$ cat src/rtl/mux_sched_pkg.sv
// Shared types and helpers for the mux select-token scheduler.
package mux_sched_pkg;

  typedef enum logic [1:0] {
    IDLE,
    SET,
    RTZ
  } sched_st_t;

  localparam int SYNC_MIN = 2;

  // A lone eligible port always wins; a tie goes to port 0 or alternates with last_sel.
  function automatic logic rr_pick(input logic elig0, input logic elig1,
                                   input logic last_sel, input logic fixed_prio);
    if (elig0 && elig1) begin
      return fixed_prio ? 1'b0 : ~last_sel;
    end
    return elig1 && !elig0;
  endfunction

endpackage

$ cat src/rtl/mux_sched_if.sv
// Request/ack inputs and select-token outputs between the scheduler and its environment.
interface mux_sched_if;
  logic req0;
  logic req1;
  logic actl_i;
  logic tmo_clr;
  logic ctl_a;
  logic ctl_b;
  logic busy;
  logic last_sel;
  logic tmo;

  modport master (
    output req0, req1, actl_i, tmo_clr,
    input  ctl_a, ctl_b, busy, last_sel, tmo
  );

  modport slave (
    input  req0, req1, actl_i, tmo_clr,
    output ctl_a, ctl_b, busy, last_sel, tmo
  );
endinterface

$ cat src/rtl/mux_sched_sync_ff.sv
// Single-bit multi-flop synchronizer with asynchronous active-low reset to 0.
module sync_ff #(
  parameter int STAGES = 2
) (
  input  logic clk,
  input  logic rst,
  input  logic d,
  output logic q
);

  logic [STAGES-1:0] chain;

  always_ff @(posedge clk or negedge rst) begin
    if (!rst) begin
      chain <= '0;
    end else begin
      chain <= {chain[STAGES-2:0], d};
    end
  end

  assign q = chain[STAGES-1];

endmodule

$ cat src/rtl/mux_sched.sv
// Clocked scheduler for the two-input handshake mux: arbitrates the requests and
// drives the dual-rail select token through a four-phase handshake on actl_i.
module mux_sched
  import mux_sched_pkg::*;
#(
  parameter int SYNC_STAGES = 2,
  parameter bit FIXED_PRIO  = 1'b0,
  parameter int TMO_W       = 8
) (
  input logic        clk,
  input logic        rst,
  mux_sched_if.slave bus
);

  localparam int STAGES = (SYNC_STAGES < SYNC_MIN) ? SYNC_MIN : SYNC_STAGES;
  localparam logic [TMO_W-1:0] WDOG_MAX = '1;

  logic s_req0;
  logic s_req1;
  logic s_ack;

  sync_ff #(.STAGES(STAGES)) u_sync_req0 (.clk(clk), .rst(rst), .d(bus.req0),   .q(s_req0));
  sync_ff #(.STAGES(STAGES)) u_sync_req1 (.clk(clk), .rst(rst), .d(bus.req1),   .q(s_req1));
  sync_ff #(.STAGES(STAGES)) u_sync_ack  (.clk(clk), .rst(rst), .d(bus.actl_i), .q(s_ack));

  sched_st_t        state;
  logic             armed0;
  logic             armed1;
  logic [TMO_W-1:0] wdog;
  logic             ctl_a_q;
  logic             ctl_b_q;
  logic             busy_q;
  logic             last_sel_q;
  logic             tmo_q;

  logic             elig0;
  logic             elig1;
  logic             grant;
  logic             hold_phase;
  logic [TMO_W-1:0] wdog_inc;
  logic             tmo_set;

  // A fresh timeout always sets tmo; once saturated it re-fires only after a clear.
  always_comb begin
    elig0      = s_req0 && armed0;
    elig1      = s_req1 && armed1;
    grant      = rr_pick(elig0, elig1, last_sel_q, FIXED_PRIO);
    hold_phase = ((state == SET) && !s_ack) || ((state == RTZ) && s_ack);
    wdog_inc   = (wdog == WDOG_MAX) ? wdog : wdog + 1'b1;
    tmo_set    = 1'b0;
    if (hold_phase) begin
      tmo_set = (wdog_inc == WDOG_MAX) && ((wdog != WDOG_MAX) || !tmo_q);
    end
  end

  always_ff @(posedge clk or negedge rst) begin
    if (!rst) begin
      state      <= IDLE;
      armed0     <= 1'b1;
      armed1     <= 1'b1;
      wdog       <= '0;
      ctl_a_q    <= 1'b0;
      ctl_b_q    <= 1'b0;
      busy_q     <= 1'b0;
      last_sel_q <= 1'b1;
      tmo_q      <= 1'b0;
    end else begin
      if (tmo_set) begin
        tmo_q <= 1'b1;
      end else if (bus.tmo_clr) begin
        tmo_q <= 1'b0;
      end

      case (state)
        IDLE: begin
          wdog <= '0;
          if (!s_req0) armed0 <= 1'b1;
          if (!s_req1) armed1 <= 1'b1;
          // A stale ack must return to zero before a new token is issued.
          if ((elig0 || elig1) && !s_ack) begin
            state      <= SET;
            busy_q     <= 1'b1;
            last_sel_q <= grant;
            ctl_a_q    <= ~grant;
            ctl_b_q    <= grant;
            if (grant) armed1 <= 1'b0;
            else       armed0 <= 1'b0;
          end
        end
        SET: begin
          if (!s_req0) armed0 <= 1'b1;
          if (!s_req1) armed1 <= 1'b1;
          if (s_ack) begin
            state   <= RTZ;
            ctl_a_q <= 1'b0;
            ctl_b_q <= 1'b0;
            wdog    <= '0;
          end else begin
            wdog <= wdog_inc;
          end
        end
        RTZ: begin
          if (!s_ack) begin
            state  <= IDLE;
            busy_q <= 1'b0;
            wdog   <= '0;
          end else begin
            wdog <= wdog_inc;
          end
        end
        default: begin
          state   <= IDLE;
          busy_q  <= 1'b0;
          ctl_a_q <= 1'b0;
          ctl_b_q <= 1'b0;
          wdog    <= '0;
        end
      endcase
    end
  end

  assign bus.ctl_a    = ctl_a_q;
  assign bus.ctl_b    = ctl_b_q;
  assign bus.busy     = busy_q;
  assign bus.last_sel = last_sel_q;
  assign bus.tmo      = tmo_q;

endmodule
$ cat src/flat_wrapper.sv
// flat-port wrapper written by rule: the top's interface ports become plain ports
module mux_sched_flat import mux_sched_pkg::*;
#(
  parameter int SYNC_STAGES = 2,
  parameter bit FIXED_PRIO  = 1'b0,
  parameter int TMO_W       = 8
)
  (clk, rst, bus_req0, bus_req1, bus_actl_i, bus_tmo_clr, bus_ctl_a, bus_ctl_b, bus_busy, bus_last_sel, bus_tmo);
  mux_sched_if bus_i ();
  input logic clk;
  input logic rst;
  input wire logic [$bits(bus_i.req0)-1:0] bus_req0;
  input wire logic [$bits(bus_i.req1)-1:0] bus_req1;
  input wire logic [$bits(bus_i.actl_i)-1:0] bus_actl_i;
  input wire logic [$bits(bus_i.tmo_clr)-1:0] bus_tmo_clr;
  output wire logic [$bits(bus_i.ctl_a)-1:0] bus_ctl_a;
  output wire logic [$bits(bus_i.ctl_b)-1:0] bus_ctl_b;
  output wire logic [$bits(bus_i.busy)-1:0] bus_busy;
  output wire logic [$bits(bus_i.last_sel)-1:0] bus_last_sel;
  output wire logic [$bits(bus_i.tmo)-1:0] bus_tmo;
  assign bus_i.req0 = bus_req0;
  assign bus_i.req1 = bus_req1;
  assign bus_i.actl_i = bus_actl_i;
  assign bus_i.tmo_clr = bus_tmo_clr;
  assign bus_ctl_a = bus_i.ctl_a;
  assign bus_ctl_b = bus_i.ctl_b;
  assign bus_busy = bus_i.busy;
  assign bus_last_sel = bus_i.last_sel;
  assign bus_tmo = bus_i.tmo;
  mux_sched #(.SYNC_STAGES(SYNC_STAGES), .FIXED_PRIO(FIXED_PRIO), .TMO_W(TMO_W)) u_core (.clk(clk), .rst(rst), .bus(bus_i));
endmodule
$ cat config.mk
export PLATFORM = sky130hd
export DESIGN_NAME = mux_sched_flat
export DESIGN_NICKNAME = d
export VERILOG_FILES = /design/src/rtl/mux_sched_pkg.sv /design/src/rtl/mux_sched_if.sv /design/src/rtl/mux_sched_sync_ff.sv /design/src/rtl/mux_sched.sv /design/src/flat_wrapper.sv
export SDC_FILE = /design/constraint.sdc
export NUM_CORES = 1
export LEC_CHECK = 0
export CELL_PAD_IN_SITES_DETAIL_PLACEMENT = 1
export CELL_PAD_IN_SITES_GLOBAL_PLACEMENT = 2
export CORE_MARGIN = 2
export CORE_UTILIZATION = 25
export DETAILED_ROUTE_END_ITERATION = 10
export PLACE_DENSITY = 0.66
export SETUP_SLACK_MARGIN = 0.15
export SLEW_MARGIN = 25
export SYNTH_ARGS = -nofsm -noshare
export SYNTH_HDL_FRONTEND = slang
export SYNTH_SLANG_ARGS = --single-unit
$ cat constraint.sdc
create_clock -name clk -period 2 [get_ports clk]
set_input_delay 0.4 -clock clk [delete_from_list [all_inputs] [get_ports clk]]
set_output_delay 0.4 -clock clk [all_outputs]
set_load 0.005 [all_outputs]
## Word-level counts from Yosys, hierarchy flattened

Index checks and enable logic that the tools add are counted.

- $add $sub $neg: 1
- Equal/unequal tests: 8
- Muxes and demuxes: 30
- Bitwise gates (word level): 4
- Reductions and logical operators: 21

Operators with widths:

| kind | number |
|---|---|
| $mux W8 | 3 |
| $mux W1 | 17 |
| $eq A8 B8 Y1 const B | 2 |
| $pmux W8 S2 | 1 |
| $pmux W1 S3 | 3 |
| $reduce_and A3 Y1 | 3 |
| $add A8 B1 Y8 const B | 1 |
| $logic_and A1 B1 Y1 | 8 |
| $ne A8 B8 Y1 const B | 1 |
| $mux W2 | 3 |
| $pmux W2 S3 | 1 |
| $ne A2 B2 Y1 const B | 2 |
| $not A1 Y1 | 4 |
| $pmux W1 S2 | 2 |
| $reduce_bool A2 Y1 | 2 |
| $logic_not A1 Y1 | 3 |
| $logic_or A1 B1 Y1 | 3 |
| $eq A2 B1 Y1 const B | 1 |
| $eq A2 B2 Y1 const B | 1 |
| $logic_not A2 Y1 | 1 |
| $ne A2 B1 Y1 const B | 1 |
| $reduce_and A2 Y1 | 1 |

- Register bits after elaboration: 23
- Bits of input ports: 6
- Logic and storage cells: 76

## Longest topological paths before layout

- Depth in word-level cells: 7
- Mapped depth: 6
- Mapped depth without buffers: 6

## By module

Synthesis repeated with hierarchy kept, for this count alone.

- Cell total of the unflattened synthesis: 116
- Area total of the unflattened synthesis: 1176.1 µm²

Modules (own cells, without submodules):

| module | times used | cells an instance | area an instance (µm²) | seq. area each (µm²) |
|---|---|---|---|---|
| mux_sched | 1 | 110 | 1026.0 | 429.2 |
| sync_ff | 3 | 2 | 50.0 | 50.0 |

## Least setup slack after synthesis

No wires, ideal clock.

- Path kind: reg2reg
- From: reg u_core.wdog[0]
- To: reg u_core.tmo_q (netlist: u_core.bus.tmo)
- Setup time: 0.104 ns
- Data arrival time: 1.546 ns
- Required time: 1.896 ns
- Path slack: 0.351 ns
- Cell stages (with the launch flop): 6
- Buffers on the path: 0
- Cells stage by stage: dfrtp_1 ha_1 and3_4 xnor2_1 o32a_1 o41ai_2

- Word-level cells in the longest chain between the ends: 6

Ends and longest elaborated chain:

| element | RTL line | source |
|---|---|---|
| start: declaration | mux_sched.sv:29 | `logic [TMO_W-1:0] wdog;` |
| start signal: assignment | mux_sched.sv:99 | `wdog <= wdog_inc;` |
| start signal: assignment | mux_sched.sv:108 | `wdog <= wdog_inc;` |
| $add A8 B1 Y8 / $eq A8 B8 Y1 (equally long branches) | mux_sched.sv:49 | `wdog_inc = (wdog == WDOG_MAX) ? wdog : wdog + 1'b1;` |
| $mux W8 | mux_sched.sv:49 |  |
| $eq A8 B8 Y1 | mux_sched.sv:52 | `tmo_set = (wdog_inc == WDOG_MAX) && ((wdog != WDOG_MAX) \|\| !tmo_q);` |
| $logic_and A1 B1 Y1 (*) | mux_sched.sv:52 |  |
| $mux W1 (*) | mux_sched.sv:51 | `if (hold_phase) begin` |
| $mux W1 / $reduce_bool A2 Y1 (equally long branches) | -- |  |
| end signal: assignment | mux_sched.sv:66 | `tmo_q <= 1'b0;` |
| end signal: assignment | mux_sched.sv:69 | `tmo_q <= 1'b1;` |
| end signal: assignment | mux_sched.sv:71 | `tmo_q <= 1'b0;` |
| end: declaration | mux_sched.sv:34 | `logic tmo_q;` |

Every way passes the cells marked *; elsewhere a longest branch is shown, timed or not.
A chain may end at the register's enable or synchronous reset.

## Final worst setup path

Ends and elaborated chain as after synthesis.

==> summary.txt <==
share of cells above drive strength 1 = 13.08%
commonest non-fill, non-tap cell in the layout = dfrtp_1
data required time of the critical path = 2.17 ns
total via count after detailed routing = 927
static leakage power = 0.5707 nW
Diodes inserted = 0
post-layout total power = 1.443 mW
number of design-rule violations left by the first detailed-router iteration = 47
Highest Clock Rate = 579.5 MHz
routed wire length = 2691 um
min-delay worst type = reg2reg
number of gates resized after cts = 0
total clock buffers created by CTS = 3
Overflow after GRT = 0
arrival time reported for the critical path endpoint = 1.89 ns
source-to-sink clock delay at the later pin of the worst-skew pair = 0.27 ns
post-layout min period = 1.726 ns
routed via count divided by cell count = 5.093
GP Congestion = 0.8344
Max-Slew Margin vs Limit = 72.62%
clock-pin slew reported for the worst setup and hold paths after clock tree synthesis = 0.09 ns
share of synthesized registers carrying an async set or reset = 100.0%
critical-path maximum fanout = 7
P&R area growth vs syn = 17.33%
H-tree levels = 1
final setup violation count = 0
clock net sink count = 23
number of storage elements in the synthesis netlist = 23
first-pass GRT wire length = 4788 um
overall die width = 72.41 um
count of cell types in the netlist = 36
top cells by area in the synthesized netlist = dfrtp_1 (43%), dfstp_2 (6.7%), ha_1 (4.3%)
Max rail drop VDD = 0.3936 mV
cell at the root of the clock tree = clkbuf_8
yosys synthesis warning count = 0
number of global-route vias before repair = 984
worst-case setup margin in the final layout = 0.2743 ns
mean cell area of the mapped netlist = 9.914 um^2
number of synthesized flops with an enable pin = 0
measured slew at the worst slew-check pin = 0.4108 ns
Residual DRC = 0
starting density of the core = 26.32%
number of buffers added on ports = 10
RSZ-0062 raised after global routing = false
CTS tree = yes
top library cells by usage in the layout, fill and taps aside = dfrtp_1 (20), nor2_1 (12), nand2_1 (11)
biggest area consumer among synthesized cells = dfrtp_1
HPWL after detailed placement = 1992 um
number of setup buffers added after CTS = 0
mapped cell area = 1170 um^2
result of the run = completed
core area = 4444 um^2
TNS Setup = 0 ns
setup skew after layout = 0.005624 ns
post-placement setup slack = 0.2014 ns
Post-DRT Antenna Nets = 0
Die Footprint = 5242 um^2
pins over their slew limit = 0
CP Launch Type = register
final worst-path cycle share = 86.29%
detail-routed net length per standard cell = 14.79 um
number of rows created at floorplan = 24
first-pass iteration count of the detailed router = 4
final net count = 141
final hold vios = 0
post-synthesis sequential area ratio = 49.52%
dominant synthesized flop cell = dfrtp_1
Gate Count Post-Synth = 118
maximum capacitance violations = 0
CP Capture Type = register
share of the synthesized area in the top cell type = 42.78%
total of fill cells in the finished design = 525
total power divided by cell area = 1051 nW/um^2
I/O pin count = 11
# hold bufs at CTS = 0
Die H = 72.41 um
initial antenna violation count = 0
largest net degree at the start of global routing = 24
total global routing track utilization = 11.75%
Mapped Nets = 128
path type of the worst setup path = reg2reg
clock tree buffer depth = 2
Yosys cell counts (all sizes together) (2+ instances only):
cell type / n
o31ai: 2
nor3: 4
nand2: 11
and3: 2
nor2: 12
a31oi: 4
dfstp: 3
a22o: 3
inv: 8
nand3: 5
dfrtp: 20
ha: 4
xnor2: 3
a2bb2oi: 2
buf: 2
nand2b: 4
mux2i: 2
a21oi: 6
o21ai: 6
power breakdown:
part           leakage, nW  internal (mW)  switching (mW)  total [mW]
combinational        0.253          0.236           0.272       0.508
clock               0.0255          0.139           0.162       0.301
sequential           0.292          0.562          0.0722       0.634
total                0.571          0.938           0.506        1.44
cells by family after synthesis:
family                   share of synthesized area, %
AND/OR/NAND/NOR                                 18.50
multiplexers                                    2.674
adder cells (fa/ha/maj)                         4.278
AO/OA/AOI/OAI                                   17.86
buffers and inverters                           4.171
XOR/XNOR                                        2.995
flip-flops                                      49.52
state kept, by name, summed over array words and instances (netlist names):
signal                    cells
u_core.bus.busy               1
u_core.bus.ctl_a              1
u_core.wdog                   8
u_core.u_sync_ack.chain       2
u_core.bus.tmo                1
u_core.state                  2
u_core.armed0                 1
u_core.bus.last_sel           1
u_core.u_sync_req0.chain      2
u_core.u_sync_req1.chain      2
u_core.bus.ctl_b              1
u_core.armed1                 1
path summary, 6_finish.rpt:
path | from | to | slack [ns] | cells past startpoint
min reg2reg | u_core.u_sync_ack.chain[0] | u_core.u_sync_ack.chain[1] | 0.35 | 0
max | u_core.wdog[0] | u_core.bus.tmo | 0.27 | 5
min | u_core.u_sync_ack.chain[0] | u_core.u_sync_ack.chain[1] | 0.35 | 0
min in group asynchronous | rst | u_core.u_sync_req0.chain[1] | 0.48 | 2
max reg2reg | u_core.wdog[0] | u_core.bus.tmo | 0.27 | 5
max in group asynchronous | rst | u_core.armed1 | 1.23 | 2
stage by stage:
step / cell area (um^2) / util (%) / instances / hold slack [ns]
6_report: 1373 / 30.88 / 182 / 0.3549
5_1_grt: 1373 / 30.88 / 182 / 0.3683
4_1_cts: 1370 / 30.83 / 182 / 0.3524
3_5_place_dp: 1324 / 29.79 / 178 / 0.3434
3_3_place_gp: 1324 / 29.79 / 178 / 0.3317
2_1_floorplan: 1170 / - / 118 / 0.1044
critical path, cell delays in order, from the launching register on:
cell and delay, ns:
dfrtp_1 0.44, ha_2 0.27, and4_2 0.29, nand2b_2 0.12, o32a_1 0.20, o41ai_2 0.31
area by class of cell:
cell class                      instances  area, um^2  share of cell area, %
Multi-Input combinational cell         84       544.3                  39.65
Clock buffer                            3       41.29                  3.008
Sequential cell                        23       579.3                  42.21
Clock inverter                          1       5.005                 0.3646
Tap cell                               52       65.06                  4.740
Inverter                                8       30.03                  2.188
Timing Repair Buffer                   11       107.6                  7.840
layer usage:
metal	global-route usage [%]	up-vias	routed length (um)
met5	0	-	0
li1	-	444	-
met2	20.69	14	1361
met1	14.21	467	1228
met3	3.333	2	79
met4	2.675	0	21
Power figures use the tool's default switching activity.
==> variant (same settings) <==
Change the package constant `SYNC_MIN` from 2 to 4.
--- a/src/rtl/mux_sched_pkg.sv
+++ b/src/rtl/mux_sched_pkg.sv
@@ -9,3 +9,3 @@
 
-  localparam int SYNC_MIN = 2;
+  localparam int SYNC_MIN = 4;
 
Function: changed (Yosys sat finds a counterexample within 4 cycles, from zero or initial values and one cycle with rst low).
==> variant against the unedited design <==
  * Critical path type is now reg2out
  * Synthesized cell count up 3.4%
  * Power rose by 28%
  * Highest routed layer unchanged
  * Synthesized area is 13% higher
  * Wire length shrank 1.9%
  * Design area grew 18%
  * Combinational power shrank 9.4%
  * Setup slack improved by 14 ps
  * Sequential cell count rose by 6
==> variant: results (changes against the unedited design) <==
* GPL Wtd Cong at 0.812 (was 0.834)
* Seq/Total Area, Yosys at 55.3% (was 49.5%)
* Count of cell types in the netlist at 37 (was 36)
* Seq pwr at 0.756 mW (was 0.634 mW)
* Leakage at 0.676 nW (was 0.571 nW)
* Status: finished, final reports clean (unchanged)
* Gr usage total at 9.99% (was 11.7%)
* Commonest cells in the netlist: dfrtp_1, nor2_1, nand2_1 (unchanged)
* CP arrival at 1310 ps (was 1890 ps)
* Comb power at 0.460 mW (was 0.508 mW)
* Ys async rst share at 100% (unchanged)
* Vias in the first global route at 968 (was 984)
* Fill count at 594 (was 525)
* # Post-CTS Setup Buffers at 0 (unchanged)
* Final Net Count at 147 (was 141)
* Syn nets at 132 (was 128)
* Crit path max fanout at 3 (was 7)
* Worst-path clk slew at 60 ps (was 90 ps)
* First-pass GRT wire length at 4550 um (was 4790 um)
* Dpl hpwl at 1890 um (was 1990 um)
* Hold Path Sink: u_core.u_sync_ack.chain[2] (was u_core.u_sync_ack.chain[1])
* Synth warnings at 0 (unchanged)
* Largest cells by area after synthesis: dfrtp_1, dfstp_2, ha_1 (unchanged)
* Worst path slowest cell: dfstp_2 (was dfrtp_1)
* Hold Crit Start: u_core.u_sync_ack.chain[1] (was u_core.u_sync_ack.chain[0])
* Total CTS buffers at 5 (was 3)
* Average vias per placed instance at 4.49 (was 5.09)
* Switching portion of total power at 28.3% (was 35.0%)
* Detailed Route WL at 2640 um (was 2690 um)
* Tightest Pin Transition at 394 ps (was 411 ps)
* Worst VDD drop at 0.356 mV (was 0.394 mV)
* H-tree levels at 2 (was 1)
* R2r setup slk at 300 ps (was 270 ps)
* 1st-iter DRT viols at 36 (was 47)
* DP Area at 0.00150 mm2 (was 0.00132 mm2)
* Worst-case clock skew at 9.75 ps (was 5.62 ps)
* Max incr delay on CP at 540 ps (was 440 ps)
* Delay-heaviest family, CP: flip-flops (was compound AO/OA/AOI/OAI gates)
==> variant: cell families (layout without fill, tap and decap cells) <==
kind of cell,Yosys count,in the layout,synth area share (%)
AND/OR/NAND/NOR,45,45,17.8
flip-flops,29,29,55.3
AO/OA/AOI/OAI,26,26,14.3
buffers and inverters,11,27,3.70
adder cells (fa/ha/maj),4,4,3.80
XOR/XNOR,4,4,2.66
multiplexers,3,3,2.37
==> variant: how the worst max path moves through the flow <==
stage                              from        endpoint  slack, ps
finish              u_core.bus.last_sel    bus_last_sel        290
global route            u_core.state[1]  u_core.wdog[2]        160
CTS                      u_core.wdog[0]  u_core.bus.tmo        210
detailed placement       u_core.wdog[0]  u_core.bus.tmo        240
global placement         u_core.wdog[0]  u_core.bus.tmo        280
floorplan                u_core.wdog[0]  u_core.bus.tmo        350
==> variant: timing repair <==
| item | CTS | global route |
|---|---|---|
| hold buffers | 0 | 0 |
| endpoints found under the setup margin | 0 | 1 |
| gates resized for setup | 0 | 2 |
==> variant: cell type report <==
type | count | share of cell area (%)
Clock buffer | 6 | 5.10
Multi-Input combinational cell | 82 | 33.5
Sequential cell | 29 | 45.1
Clock inverter | 2 | 2.32
Inverter | 8 | 1.85
Tap cell | 70 | 5.41
Timing Repair Buffer | 11 | 6.65
==> variant: metrics by stage <==
stage	instances	power, mW	util [%]	hold WS [ps]	setup slack [ps]
4_1_cts	208	1.89	31.6	347	210
3_3_place_gp	200	1.21	29.3	332	278
2_1_floorplan	122	1.05	-	104	351
3_5_place_dp	200	1.24	29.3	336	235
6_report	208	1.84	31.7	347	289
5_1_grt	208	1.98	31.7	348	159
==> variant: layer usage <==
metal  wire length, um  track usage (%)
met5                 0                0
met4                23             4.36
met3                82             4.27
met2              1340             16.2
met1              1190             11.5
